File: config.mk
export PLATFORM = sky130hd
export DESIGN_NAME = game_ctrl_flat
export DESIGN_NICKNAME = d
export VERILOG_FILES = /design/src/rtl/game_pkg.sv /design/src/rtl/game_ctrl_if.sv /design/src/rtl/food_lfsr.sv /design/src/rtl/game_ctrl.sv /design/src/flat_wrapper.sv
export SDC_FILE = /design/constraint.sdc
export NUM_CORES = 1
export LEC_CHECK = 0
export CORE_MARGIN = 3
export CORE_UTILIZATION = 55
export DETAILED_ROUTE_END_ITERATION = 8
export PLACE_DENSITY = 0.85
export SYNTH_ARGS = -nofsm -noshare
export SYNTH_HDL_FRONTEND = slang
export SYNTH_SLANG_ARGS = --single-unit
export TNS_END_PERCENT = 1
File: constraint.sdc
create_clock -name clk -period 4.5 [get_ports clk]
set_clock_uncertainty 0.15 [all_clocks]
set_input_delay 1.125 -clock clk [delete_from_list [all_inputs] [get_ports clk]]
set_output_delay 1.125 -clock clk [all_outputs]
set_load 0.01 [all_outputs]
File: src/rtl/game_pkg.sv
// game_pkg: play-area geometry, coordinate widths, sequencer states and fixed positions
// shared by the game controller, its interface and the food LFSR.
package game_pkg;

    localparam int X_W = 11;
    localparam int Y_W = 10;

    localparam int X_MIN     = 11;
    localparam int X_MAX     = 1428;
    localparam int Y_MIN     = 11;
    localparam int Y_MAX     = 888;
    localparam int FOOD_HALF = 8;

    localparam logic [15:0]    LFSR_SEED    = 16'hACE1;
    localparam logic [X_W-1:0] CHAR_RESET_X = 11'd720;
    localparam logic [Y_W-1:0] CHAR_RESET_Y = 10'd450;
    localparam logic [X_W-1:0] FOOD_RESET_X = 11'd200;
    localparam logic [Y_W-1:0] FOOD_RESET_Y = 10'd200;
    localparam logic [X_W-1:0] FALLBACK_X   = 11'd720;
    localparam logic [Y_W-1:0] FALLBACK_Y   = 10'd450;
    localparam logic [X_W-1:0] ALT_FOOD_X   = 11'd80;
    localparam logic [Y_W-1:0] ALT_FOOD_Y   = 10'd80;

    typedef enum logic [2:0] {
        IDLE,
        MOVE,
        CHECK,
        EAT,
        RELOCATE
    } state_e;

    // Two boxes touch when both centre distances are strictly below the combined reach.
    function automatic logic overlaps(input logic [X_W-1:0] ax, input logic [Y_W-1:0] ay,
                                      input logic [X_W-1:0] bx, input logic [Y_W-1:0] by,
                                      input logic [11:0] reach);
        logic [11:0] dx;
        logic [11:0] dy;
        dx = (ax > bx) ? 12'(ax - bx) : 12'(bx - ax);
        dy = (ay > by) ? 12'(ay - by) : 12'(by - ay);
        return (dx < reach) && (dy < reach);
    endfunction

endpackage

File: src/rtl/game_ctrl_if.sv
// game_ctrl_if: frame tick and buttons into the sequencer, registered game state out to the compositor.
interface game_ctrl_if;
    import game_pkg::*;

    logic           frame_tick;
    logic           btn_up;
    logic           btn_down;
    logic           btn_left;
    logic           btn_right;
    logic [X_W-1:0] characterPos_x;
    logic [Y_W-1:0] characterPos_y;
    logic [X_W-1:0] foodPos_x;
    logic [Y_W-1:0] foodPos_y;
    logic [7:0]     characterSize;
    logic [15:0]    score;
    logic           eat_pulse;
    logic           busy;

    modport master (
        output frame_tick, btn_up, btn_down, btn_left, btn_right,
        input  characterPos_x, characterPos_y, foodPos_x, foodPos_y,
               characterSize, score, eat_pulse, busy
    );

    modport slave (
        input  frame_tick, btn_up, btn_down, btn_left, btn_right,
        output characterPos_x, characterPos_y, foodPos_x, foodPos_y,
               characterSize, score, eat_pulse, busy
    );

endinterface

File: src/rtl/food_lfsr.sv
// food_lfsr: free-running 16-bit Fibonacci LFSR (taps 16,14,13,11) that seeds food placement.
module food_lfsr
    import game_pkg::*;
#(
    parameter logic [15:0] SEED = LFSR_SEED
) (
    input  logic        clk,
    input  logic        rst_n,
    output logic [15:0] lfsr_o
);

    logic [15:0] lfsr_q;
    logic [15:0] lfsr_d;

    always_comb begin
        lfsr_d = {lfsr_q[14:0], lfsr_q[15] ^ lfsr_q[13] ^ lfsr_q[12] ^ lfsr_q[10]};
    end

    always_ff @(posedge clk or negedge rst_n) begin
        if (!rst_n) begin
            lfsr_q <= SEED;
        end else begin
            lfsr_q <= lfsr_d;
        end
    end

    assign lfsr_o = lfsr_q;

endmodule

File: src/rtl/game_ctrl.sv
// game_ctrl: per-frame sequencer that moves the character, detects eats and relocates the food.
// Defining GAME_CTRL_WRAP_EN makes the character wrap at the play-area edges instead of clamping.
module game_ctrl
    import game_pkg::*;
#(
    parameter int STEP      = 4,
    parameter int SIZE_INIT = 16,
    parameter int SIZE_GROW = 4,
    parameter int SIZE_MAX  = 128,
    parameter int MAX_TRIES = 64
) (
    input logic        clk,
    input logic        rst_n,
    game_ctrl_if.slave gc
);

    localparam int                TRY_W     = (MAX_TRIES > 1) ? $clog2(MAX_TRIES) : 1;
    localparam logic signed [11:0] STEP_S   = 12'(STEP);
    localparam logic [X_W-1:0]    CAND_X_LO = X_W'(X_MIN + FOOD_HALF);
    localparam logic [X_W-1:0]    CAND_X_HI = X_W'(X_MAX - FOOD_HALF);
    localparam logic [Y_W-1:0]    CAND_Y_LO = Y_W'(Y_MIN + FOOD_HALF);
    localparam logic [Y_W-1:0]    CAND_Y_HI = Y_W'(Y_MAX - FOOD_HALF);

    state_e            state_q, state_d;
    logic              pending_q, pending_d;
    logic [X_W-1:0]    charX_q, charX_d, foodX_q, foodX_d;
    logic [Y_W-1:0]    charY_q, charY_d, foodY_q, foodY_d;
    logic [7:0]        size_q, size_d;
    logic [15:0]       score_q, score_d;
    logic [TRY_W-1:0]  tries_q, tries_d;
    logic              eatPulse_q, busy_q;
    logic [15:0]       lfsr;

    logic signed [11:0] halfS, posS, newS, loS, hiS, resS;
    logic [11:0]        reach;
    logic               moveAny, moveOnX, charHit, candOk, fbHit;
    logic [X_W-1:0]     candX;
    logic [Y_W-1:0]     candY;
    logic [8:0]         grownSize;

    food_lfsr #(.SEED(LFSR_SEED)) u_lfsr (
        .clk    (clk),
        .rst_n  (rst_n),
        .lfsr_o (lfsr)
    );

    // Only one axis moves per frame: vertical buttons win, then left over right.
    always_comb begin
        halfS   = 12'(size_q[7:1]);
        reach   = 12'(size_q[7:1]) + 12'(FOOD_HALF);
        moveAny = gc.btn_up || gc.btn_down || gc.btn_left || gc.btn_right;
        moveOnX = !(gc.btn_up || gc.btn_down);
        posS    = moveOnX ? 12'(charX_q) : 12'(charY_q);
        loS     = (moveOnX ? 12'(X_MIN) : 12'(Y_MIN)) + halfS;
        hiS     = (moveOnX ? 12'(X_MAX) : 12'(Y_MAX)) - halfS;
        newS    = (gc.btn_up || (moveOnX && gc.btn_left)) ? posS - STEP_S : posS + STEP_S;
        resS    = newS;
`ifdef GAME_CTRL_WRAP_EN
        if (newS < loS) begin
            resS = hiS;
        end else if (newS > hiS) begin
            resS = loS;
        end
`else
        if (newS < loS) begin
            resS = loS;
        end else if (newS > hiS) begin
            resS = hiS;
        end
`endif
        candX     = lfsr[10:0];
        candY     = lfsr[15:6];
        charHit   = overlaps(charX_q, charY_q, foodX_q, foodY_q, reach);
        candOk    = (candX >= CAND_X_LO) && (candX <= CAND_X_HI) &&
                    (candY >= CAND_Y_LO) && (candY <= CAND_Y_HI) &&
                    !overlaps(charX_q, charY_q, candX, candY, reach);
        fbHit     = overlaps(charX_q, charY_q, FALLBACK_X, FALLBACK_Y, reach);
        grownSize = 9'(size_q) + 9'(SIZE_GROW);
    end

    always_comb begin
        state_d   = state_q;
        pending_d = pending_q;
        charX_d   = charX_q;
        charY_d   = charY_q;
        foodX_d   = foodX_q;
        foodY_d   = foodY_q;
        size_d    = size_q;
        score_d   = score_q;
        tries_d   = tries_q;
        case (state_q)
            IDLE: begin
                if (gc.frame_tick || pending_q) begin
                    pending_d = 1'b0;
                    state_d   = MOVE;
                end
            end
            MOVE: begin
                if (moveAny) begin
                    if (moveOnX) begin
                        charX_d = resS[X_W-1:0];
                    end else begin
                        charY_d = resS[Y_W-1:0];
                    end
                end
                state_d = CHECK;
            end
            CHECK: begin
                state_d = charHit ? EAT : IDLE;
            end
            EAT: begin
                score_d = (score_q == 16'hFFFF) ? score_q : score_q + 16'd1;
                size_d  = (grownSize > 9'(SIZE_MAX)) ? 8'(SIZE_MAX) : grownSize[7:0];
                tries_d = '0;
                state_d = RELOCATE;
            end
            RELOCATE: begin
                if (candOk) begin
                    foodX_d = candX;
                    foodY_d = candY;
                    state_d = IDLE;
                end else if (tries_q == TRY_W'(MAX_TRIES - 1)) begin
                    foodX_d = fbHit ? ALT_FOOD_X : FALLBACK_X;
                    foodY_d = fbHit ? ALT_FOOD_Y : FALLBACK_Y;
                    state_d = IDLE;
                end else begin
                    tries_d = tries_q + 1'b1;
                end
            end
            default: begin
                state_d = IDLE;
            end
        endcase
        // Ticks that land while a sequence is running collapse into one deferred frame.
        if ((state_q != IDLE) && gc.frame_tick) begin
            pending_d = 1'b1;
        end
    end

    always_ff @(posedge clk or negedge rst_n) begin
        if (!rst_n) begin
            state_q    <= IDLE;
            pending_q  <= 1'b0;
            charX_q    <= CHAR_RESET_X;
            charY_q    <= CHAR_RESET_Y;
            foodX_q    <= FOOD_RESET_X;
            foodY_q    <= FOOD_RESET_Y;
            size_q     <= 8'(SIZE_INIT);
            score_q    <= '0;
            tries_q    <= '0;
            eatPulse_q <= 1'b0;
            busy_q     <= 1'b0;
        end else begin
            state_q    <= state_d;
            pending_q  <= pending_d;
            charX_q    <= charX_d;
            charY_q    <= charY_d;
            foodX_q    <= foodX_d;
            foodY_q    <= foodY_d;
            size_q     <= size_d;
            score_q    <= score_d;
            tries_q    <= tries_d;
            eatPulse_q <= (state_d == EAT);
            busy_q     <= (state_d != IDLE);
        end
    end

    assign gc.characterPos_x = charX_q;
    assign gc.characterPos_y = charY_q;
    assign gc.foodPos_x      = foodX_q;
    assign gc.foodPos_y      = foodY_q;
    assign gc.characterSize  = size_q;
    assign gc.score          = score_q;
    assign gc.eat_pulse      = eatPulse_q;
    assign gc.busy           = busy_q;

endmodule

File: src/flat_wrapper.sv
// flat-port wrapper written by rule: the top's interface ports become plain ports
module game_ctrl_flat import game_pkg::*;
#(
    parameter int STEP      = 4,
    parameter int SIZE_INIT = 16,
    parameter int SIZE_GROW = 4,
    parameter int SIZE_MAX  = 128,
    parameter int MAX_TRIES = 64
)
  (clk, rst_n, gc_frame_tick, gc_btn_up, gc_btn_down, gc_btn_left, gc_btn_right, gc_characterPos_x, gc_characterPos_y, gc_foodPos_x, gc_foodPos_y, gc_characterSize, gc_score, gc_eat_pulse, gc_busy);
  game_ctrl_if gc_i ();
  input logic clk;
  input logic rst_n;
  input wire logic [$bits(gc_i.frame_tick)-1:0] gc_frame_tick;
  input wire logic [$bits(gc_i.btn_up)-1:0] gc_btn_up;
  input wire logic [$bits(gc_i.btn_down)-1:0] gc_btn_down;
  input wire logic [$bits(gc_i.btn_left)-1:0] gc_btn_left;
  input wire logic [$bits(gc_i.btn_right)-1:0] gc_btn_right;
  output wire logic [$bits(gc_i.characterPos_x)-1:0] gc_characterPos_x;
  output wire logic [$bits(gc_i.characterPos_y)-1:0] gc_characterPos_y;
  output wire logic [$bits(gc_i.foodPos_x)-1:0] gc_foodPos_x;
  output wire logic [$bits(gc_i.foodPos_y)-1:0] gc_foodPos_y;
  output wire logic [$bits(gc_i.characterSize)-1:0] gc_characterSize;
  output wire logic [$bits(gc_i.score)-1:0] gc_score;
  output wire logic [$bits(gc_i.eat_pulse)-1:0] gc_eat_pulse;
  output wire logic [$bits(gc_i.busy)-1:0] gc_busy;
  assign gc_i.frame_tick = gc_frame_tick;
  assign gc_i.btn_up = gc_btn_up;
  assign gc_i.btn_down = gc_btn_down;
  assign gc_i.btn_left = gc_btn_left;
  assign gc_i.btn_right = gc_btn_right;
  assign gc_characterPos_x = gc_i.characterPos_x;
  assign gc_characterPos_y = gc_i.characterPos_y;
  assign gc_foodPos_x = gc_i.foodPos_x;
  assign gc_foodPos_y = gc_i.foodPos_y;
  assign gc_characterSize = gc_i.characterSize;
  assign gc_score = gc_i.score;
  assign gc_eat_pulse = gc_i.eat_pulse;
  assign gc_busy = gc_i.busy;
  game_ctrl #(.STEP(STEP), .SIZE_INIT(SIZE_INIT), .SIZE_GROW(SIZE_GROW), .SIZE_MAX(SIZE_MAX), .MAX_TRIES(MAX_TRIES)) u_core (.clk(clk), .rst_n(rst_n), .gc(gc_i));
endmodule
==> flow_metrics.tcl, run 1 <==
set metrics [dict create \
    grt_pass1_wl_um 61900 \
    synth-edff-count 0 \
    finalNonFillerCells 1877 \
    m1WireLength_um 14800 \
    drive_above_1_share_pct 29.7 \
    cts_sinks 91 \
    grt_use_total_pct 35.5 \
    regToRegStartpoint "u_core.gc.characterPos_y[7]$_DFFE_PN1P_" \
    pwr-share-comb_pct 83.1 \
    drc 0 \
    routed_wl_um 40300 \
    fin_hold_ws_ns 0.279 \
    tightest_slew_ns 0.904 \
    grt_max_degree 68 \
    fin_ws_ns -0.324 \
    met2_length_um 18700 \
    cell_internal_pwr_mw 6.18 \
    vias_per_cell 6.39 \
    layout_commonest_cell "buf_4" \
    clockBufferDepth 2 \
    drt_iter0_drc 1264 \
    antenna_cells 0 \
    h-tree-depth 3 \
    wl_per_cell_um 21.5 \
    end_kind "register" \
    fmax_mhz 207 \
    hold_buffers 0 \
    synth.avg_cell_area_um2 8.64 \
    synthDistinctLibCells 86 \
    portBuffers 72 \
    syn_area_um2 10900 \
    die_w_um 147 \
    period_share_pct 107 \
    hp-class "reg2reg" \
    gp_congestion 0.974 \
    dieArea_um2 21600 \
    rsz0062_at_grt "yes" \
    synth_cells 1265 \
    power.density_nw_per_um2 808 \
    die_h_um 147 \
    start_kind "register" \
    fin_crit_ns 4.82 \
    slew_viol_final 0 \
    path_max_fanout 8 \
    drtPass1Iterations 6 \
    vias 12000 \
    yosysWarnings 0 \
    area_delta_synth_final_pct 35.3 \
    max-vdd-ir-drop_v 0.000453 \
    grt_pass1_vias 11900 \
    antenna_found_initial 0 \
    clkPwrFrac_pct 6.5 \
    relSlewSlack_pct 39.7 \
    required_ns 4.65 \
    min-delay-start "u_core.u_lfsr.lfsr_o[11]$_DFF_PN1_" \
    critical_path_class "reg2reg" \
    status "finished with violations" \
    async_flop_share_pct 100 \
    final_cell_mix "303 x buf_4, 162 x ha_1, 93 x inv_1, 91 x nand2_1, 88 x a21oi_1" \
    gr-total-overflow 0 \
    startpoint "u_core.gc.characterPos_y[7]$_DFFE_PN1P_" \
    synth-seq-cells 91 \
    fillerInstances 1177 \
    sw_frac_of_total_pct 48.2 \
    max_cap_viol_count 0 \
    root_buffer "clkbuf_16" \
    ys.flop_type "dfrtp_1" \
    cts.clk_slew.worst_paths_ns 0.07 \
    setup_viol_count_final 44 \
    wl_met3_um 3520 \
    io_pins 75 \
    dp.cells 1835 \
    start_util_pct 57.3 \
    worstPathArrival_ns 4.98 \
    reg2reg_setup_slack_ns -0.32 \
    top_layer_used "met4" \
    finish.utilization_pct 77.5 \
    final_nets 1802 \
    antenna_left 0 \
    cts_buffers 9 \
    p_seq_share_pct 10.4 \
    p_sw_mw 5.76 \
    hold_violations 0 \
    rows 50 \
    tritoncts "built" \
    seq_area_frac_synth_pct 21.1 \
    p_leak_nw 6.97 \
    violations "negative setup slack" \
    tns_ns -7.79 \
    hpwl_um 30000 \
    core_um2 19100 \
    clk_latency_ns 0.38 \
]
-- power by group through the flow --
stage | Sequential (mW) | Combinational, mW | Clock (mW)
after floorplan | 1.29 | 5.29 | 0
after global placement | 1.23 | 8.43 | 0
after detailed placement | 1.24 | 8.82 | 0
after CTS | 1.22 | 9.28 | 0.767
after global routing | 1.25 | 10.6 | 0.811
final | 1.24 | 9.92 | 0.778
-- layer usage --
layer | global-route usage [%] | up-vias
li1 | - | 5322
met1 | 40.7 | 5673
met2 | 59.3 | 764
met3 | 8.24 | 243
met4 | 23.7 | 0
met5 | 0 | -
-- synthesized netlist by cell type, types with 11 or more instances --
library cell,number,area [um2]
ha_1,173,2160
inv_1,98,368
nand2_1,93,349
a21oi_1,92,460
o21ai_0,71,355
dfrtp_1,68,1700
nor2_1,68,255
xnor2_1,56,490
mux2i_1,38,380
a21o_1,35,263
clkbuf_1,34,128
nand3_1,27,135
dfstp_2,23,604
o21a_1,23,173
mux2_2,22,248
nor3_1,21,105
xor2_1,20,175
nand4_1,18,113
a211oi_1,17,128
nor2b_1,17,106
nand2b_1,14,87.6
o211ai_1,14,105
a31oi_1,13,81.3
and3_1,11,68.8
-- cells by family after synthesis --
family / count (synthesis) / share of synthesized area, %
buffers and inverters: 149 / 5.94
AO/OA/AOI/OAI: 376 / 24.1
other: 1 / 0.0343
multiplexers: 60 / 5.75
flip-flops: 91 / 21.1
AND/OR/NAND/NOR: 329 / 15.3
XOR/XNOR: 76 / 6.09
adder cells (fa/ha/maj): 183 / 21.6
-- final cells by class --
| type | count | area (um2) | share of cell area (%) |
|---|---|---|---|
| Clock buffer | 11 | 253 | 1.71 |
| Clock inverter | 5 | 42.5 | 0.288 |
| Inverter | 98 | 370 | 2.51 |
| Multi-Input combinational cell | 1027 | 8350 | 56.5 |
| Sequential cell | 91 | 2310 | 15.6 |
| Tap cell | 260 | 325 | 2.20 |
| Timing Repair Buffer | 385 | 3130 | 21.2 |
-- stage by stage --
stage	instance area (um2)	total power, mW	setup WS, ns
global placement	13900	9.66	-0.673
finish	14800	11.9	-0.324
detailed placement	13900	10.1	-0.897
CTS	14600	11.3	-0.161
global route	14800	12.7	-0.506
floorplan	11100	6.58	-0.195
-- critical path, stage by stage (launching register included) --
cell and delay [ns]:
dfstp_2 0.58, inv_1 0.09, ha_1 0.33, buf_4 0.17
nand2_1 0.06, o21ai_0 0.25, a31oi_1 0.11, and2_4 0.20
o21ai_4 0.20, mux2_2 0.37, ha_1 0.27, o21a_1 0.18
o21a_1 0.17, o211ai_1 0.20, a21oi_2 0.09, nor4_2 0.28
a41o_2 0.41, nand2b_4 0.26, buf_12 0.16, o221a_2 0.20
-- path summary, 6_finish.rpt --
check	endpoint	cells after the start
min in group asynchronous	u_core.gc.score[3]$_DFFE_PN0P_	1
setup / recovery	u_core.gc.foodPos_y[8]$_DFFE_PN0P_	19
setup reg to reg	u_core.gc.foodPos_y[8]$_DFFE_PN0P_	19
max in group asynchronous	u_core.gc.characterPos_x[6]$_DFFE_PN1P_	2
hold reg to reg	u_core.u_lfsr.lfsr_o[12]$_DFF_PN0_	0
hold / removal	u_core.u_lfsr.lfsr_o[12]$_DFF_PN0_	0
-- sequential cells by signal (all words and copies together) (netlist names) --
name,cells
u_core.gc.eat_pulse,1
u_core.u_lfsr.lfsr_o,16
u_core.gc.foodPos_y,10
u_core.gc.characterPos_y,10
u_core.gc.characterPos_x,11
u_core.tries_q,6
u_core.pending_q,1
u_core.gc.score,16
u_core.state_q,3
u_core.gc.characterSize,6
u_core.gc.busy,1
u_core.gc.foodPos_x,10
-- timing repair --
item,CTS,global route
resized for setup,53,32
endpoints found under the setup margin,52,52
gates cloned,2,0
buffers inserted,14,10
pin swaps,27,19
(Power assumes the default switching activity.)
==> run 2: changes to the inputs <==
Settings changed: SLEW_MARGIN set to 30.
==> results of run 2 <==
No change in the layout: final DEF, timing and power equal those of run 1.
